==> config.mk <==
export PLATFORM = sky130hd
export DESIGN_NAME = ex_wb_stage
export DESIGN_NICKNAME = d
export VERILOG_FILES = /design/src/rtl/ex_wb_stage.sv
export SDC_FILE = /design/constraint.sdc
export NUM_CORES = 1
export LEC_CHECK = 0
export ABC_AREA = 1
export BUFFER_PORTS_ARGS = -buffer_cell sky130_fd_sc_hd__buf_2
export CORE_ASPECT_RATIO = 1.25
export CORE_MARGIN = 2
export CORE_UTILIZATION = 56
export CTS_BUF_LIST = sky130_fd_sc_hd__clkbuf_16
export DETAILED_ROUTE_END_ITERATION = 7
export PLACE_DENSITY = 0.79
export RECOVER_POWER = 100
export SKIP_LAST_GASP = 1
export SYNTH_ARGS = -nofsm -noshare
export SYNTH_HDL_FRONTEND = slang
export SYNTH_SLANG_ARGS = --single-unit
==> constraint.sdc <==
create_clock -name clk -period 2.4 [get_ports clk]
set_input_delay 0.6 -clock clk [delete_from_list [all_inputs] [get_ports clk]]
set_output_delay 0.6 -clock clk [all_outputs]
set_load 0.03 [all_outputs]
==> src/rtl/ex_wb_stage.sv <==
// Writeback stage: in-order result buffer between EX and the consumer, with
// full-buffer stall back to IF, IF/ID and ID/EX, plus a retired-result counter.
module ex_wb_stage #(
    parameter int DEPTH = 4,
    parameter int CNT_W = 16
) (
    input  logic                     clk,
    input  logic                     rstn,
    input  logic                     ex_valid,
    input  logic [3:0]               opcode_ex,
    input  logic [7:0]               alu_out,
    output logic                     stall,
    output logic                     wb_valid,
    input  logic                     wb_ready,
    output logic [3:0]               wb_opcode,
    output logic [7:0]               wb_data,
    output logic [$clog2(DEPTH):0]   count,
    output logic [CNT_W-1:0]         retired
);
    localparam int AW = $clog2(DEPTH);
    localparam logic [AW:0] FULL = (AW+1)'(DEPTH);

    // Handshakes: push = ex_valid && !stall; pop = wb_valid && wb_ready.
    // A transfer happens on the rising edge where its condition is high.
    logic [11:0]    r_mem [DEPTH];
    logic [AW-1:0]  r_wr_ptr;
    logic [AW-1:0]  r_rd_ptr;
    logic [AW:0]    r_count;
    logic [CNT_W-1:0] r_retired;
    logic           w_push;
    logic           w_pop;
    logic           w_full;
    logic           w_nonempty;

    assign w_full     = (r_count == FULL);
    assign w_nonempty = (r_count != '0);
    assign w_push     = ex_valid && !w_full;
    assign w_pop      = w_nonempty && wb_ready;

    always_ff @(posedge clk) begin
        if (w_push) begin
            r_mem[r_wr_ptr] <= {opcode_ex, alu_out};
        end
    end

    // Power-of-two depth lets the pointers wrap by plain overflow.
    always_ff @(posedge clk or negedge rstn) begin
        if (!rstn) begin
            r_wr_ptr  <= '0;
            r_rd_ptr  <= '0;
            r_count   <= '0;
            r_retired <= '0;
        end else begin
            if (w_push) begin
                r_wr_ptr <= r_wr_ptr + 1'b1;
            end
            if (w_pop) begin
                r_rd_ptr  <= r_rd_ptr + 1'b1;
                r_retired <= r_retired + 1'b1;
            end
            if (w_push && !w_pop) begin
                r_count <= r_count + 1'b1;
            end else if (w_pop && !w_push) begin
                r_count <= r_count - 1'b1;
            end
        end
    end

    // Head is masked while empty so stale memory never leaks onto wb_*.
    assign stall     = w_full;
    assign wb_valid  = w_nonempty;
    assign wb_opcode = w_nonempty ? r_mem[r_rd_ptr][11:8] : 4'h0;
    assign wb_data   = w_nonempty ? r_mem[r_rd_ptr][7:0]  : 8'h00;
    assign count     = r_count;
    assign retired   = r_retired;

endmodule

==> results.md <==
- Core Util, Final: 68.5%
- Tmin final: 2.30 ns
- Adder-Cell Fraction of Synth Area: between 2 and 3%
- # setup viols final: 0
- MaxCap Viol Count: 0
- CP Capture Type: output pin
- Root Buffer Master: clkbuf_16
- Worst slew margin: 11.7%
- Synthesis-to-finish area growth: 16.9%
- Clock sink count: 71
- Post-DP HPWL: 4200 um
- Register-to-Register Setup Slack: 0.40 ns
- Vias per cell: about 5.3
- Reg clk slew, reported paths: approximately 0.05 ns
- Share of post-route cells with drive strength above 1: a little over an eighth
- Sequential area share after synthesis: between 60 and 70%
- CTS buffer count: 9
- Final Hold Vio Count: 0
- Global route total overflow: 0
- Die width: a little over 70 um
- XOR/XNOR share of the synthesized area: 2.73%
- Worst Path Required: between 1.5 and 2 ns
- CTS tree: yes
- Main combinational cell family by area after synthesis: simple AND/OR/NAND/NOR gates
- Pwr dens: between 1000 and 1500 nW/um^2
- Mapped Nets: 326
- Area of the multi-input gates: around 980 sq um
- Unrepaired setup endpoints after global routing: no
- FMAX: roughly 0.44 GHz
- Starting density of the core: 58.6%
- Synth Area in Compound Gates: 6.82%
- GP Congestion: 0.810
- Post-route ant nets: 0
- Ant. Diodes: 0
- First-pass GRT wire length: 10,600 um
- EDFF count, synth: 48
- IO Pins: between 40 and 50
- Non-filler cells, final: roughly 430
- Critical Path AT: about 1.7 ns
- DR iter-0 viols: 192
- Largest net degree at the start of global routing: 26
- CP Launch Point: r_rd_ptr[0]
- Worst reg2reg path depth: 9
- Vias: approximately 2,300
- DR DRC count: 0
- Number of synthesized register bits: slightly above 70
- Commonest non-fill, non-tap cells in the layout: nor2_1 (69), edfxtp_1 (48), nand2_1 (47), clkbuf_1 (39), o21ai_0 (28)
- Drt first pass iters: 5
- Vias in the first global route: around 2,300
- Die area: 6360 sq um
- Type of the most critical hold path: flip-flop to flip-flop
- Routed WL: 6480 um
- Number of synthesis warnings: 0
- CTS H-tree depth: 3
- Register area: 2020 sq um
- Cell Rows: 30
- Placed Area: 3530 sq um
- Worst slew pin tran: roughly 1.3 ns
- Status: finished, final reports clean
- All-Layer GR Usage: 22.6%
- Worst-path maximum fanout: 25
- Post-synthesis simple-gate area fraction: 19.3%
- Clk buf depth: 2
- Reg2reg start: count[1]
- Crit share post-route: about 96%
- Pleak: 0.00149 uW
- Top_reg_cell synth: edfxtp_1
- Async S/R FF share, synth: around a third
- Syn Area/Cell: about 11 sq um
- Port bufs: 48
- Layout fillers: 448
- Commonest non-fill, non-tap cell in the layout: nor2_1
- Die height: 88.7 um
- Final nets: 385
- Worst Path Class, Setup: flip-flop to output pin
- Clk_lat worst skew: 0.32 ns
- Core box area: 5480 sq um
- Post-CTS Setup Bufs: 0
- Initial antenna violation count: 0
- Fin. max-slew vios: 0
- Hold Startpoint: retired[15]
- Clock skew: 0.00513 ns
- WHS Endpoint: retired[15]
- Hold Path Depth: 2
- Yosys cell types: 29
- Max VDD drop: 0.000791 V
- Synth Instances: 303
- Worst setup SP type: flip-flop
- Average wire per standard cell: around 15 um
- Final instance area: 3750 sq um
- Placed cells: between 400 and 500
- Final setup TNS: 0 ns
- Mapped cell area: between 3000 and 4000 sq um
- Critical R2R Capture: count[1]
- Mux cell area share after synthesis: 0%
routing by layer:
metal,vias to the layer above,track usage [%],share of wire [%]
met5,-,0,0
met4,0,10.5,1.6
met3,7,5.81,4.6
met2,64,40.7,55
met1,1087,24.9,39
li1,1121,-,-
cell usage after synthesis (2+ instances only):
cell	count	area (sq um)
nor2_1	65	244
edfxtp_1	48	1440
nand2_1	46	173
o21ai_0	27	135
dfrtp_1	23	576
inv_1	22	82.6
a21oi_1	14	70.1
xor2_1	7	61.3
ha_1	6	75.1
nand4_1	6	37.5
inv_2	5	18.8
nand3_1	4	20.0
buf_2	3	15.0
nand3b_1	3	22.5
nor2_2	3	18.8
nor2_4	3	33.8
xnor2_1	3	26.3
buf_4	2	15.0
clkbuf_2	2	10.0
nand3_2	2	20.0
flip-flops by register name, summed over array words and instances (netlist names):
signal    cells
retired      16
r_rd_ptr      2
r_mem        48
r_wr_ptr      2
count         3
timing repair:
action | CTS | global route
gates resized for setup | 0 | 4
hold buffers | 0 | 0
endpoints found under the setup margin | 0 | 4
final cells by class:
cell class	instances	share of cell area, %
Clock buffer	9	6.00
Inverter	28	3.03
Tap cell	64	2.13
Timing Repair inverter	1	0.200
Timing Repair Buffer	56	6.37
Clock inverter	7	2.40
Multi-Input combinational cell	195	26.1
Sequential cell	71	53.8
kinds of logic after synthesis:
logic type,after synthesis
adders and majority gates,7
and+or+nand+nor,135
DFF,71
AOI/OAI and AO/OA,43
buffers and inverters,37
xor gates and xnor gates,10
worst max-delay path by stage:
stage,depth (start not counted),slack [ns],end
3_3_place_gp,9,0.43,count[2]
2_1_floorplan,5,0.18,wb_data[0]
6_report,4,0.10,wb_data[7]
4_1_cts,4,0.07,wb_data[7]
3_5_place_dp,9,0.36,count[2]
5_1_grt,4,0.01,wb_data[7]
through the flow:
step                hold slack (ns)  power, uW  setup slack [ns]
floorplan                     0.304       3270             0.178
global placement              0.468       3770             0.427
detailed placement            0.485       3820             0.364
CTS                           0.272       5230            0.0709
global route                  0.538       5460            0.0133
finish                        0.503       5140             0.102
where the power goes:
| part | switching, uW | internal (uW) |
|---|---|---|
| Sequential | 212 | 1620 |
| Clock | 486 | 903 |
| Combinational | 1380 | 546 |
critical path: stages, from the launching register on:
cell and delay (ns):
dfrtp_2 0.48, inv_2 0.31, o21ai_0 0.15, a21oi_1 0.20
clkbuf_2 0.24
No activity file was read; power rests on OpenSTA's default activity.
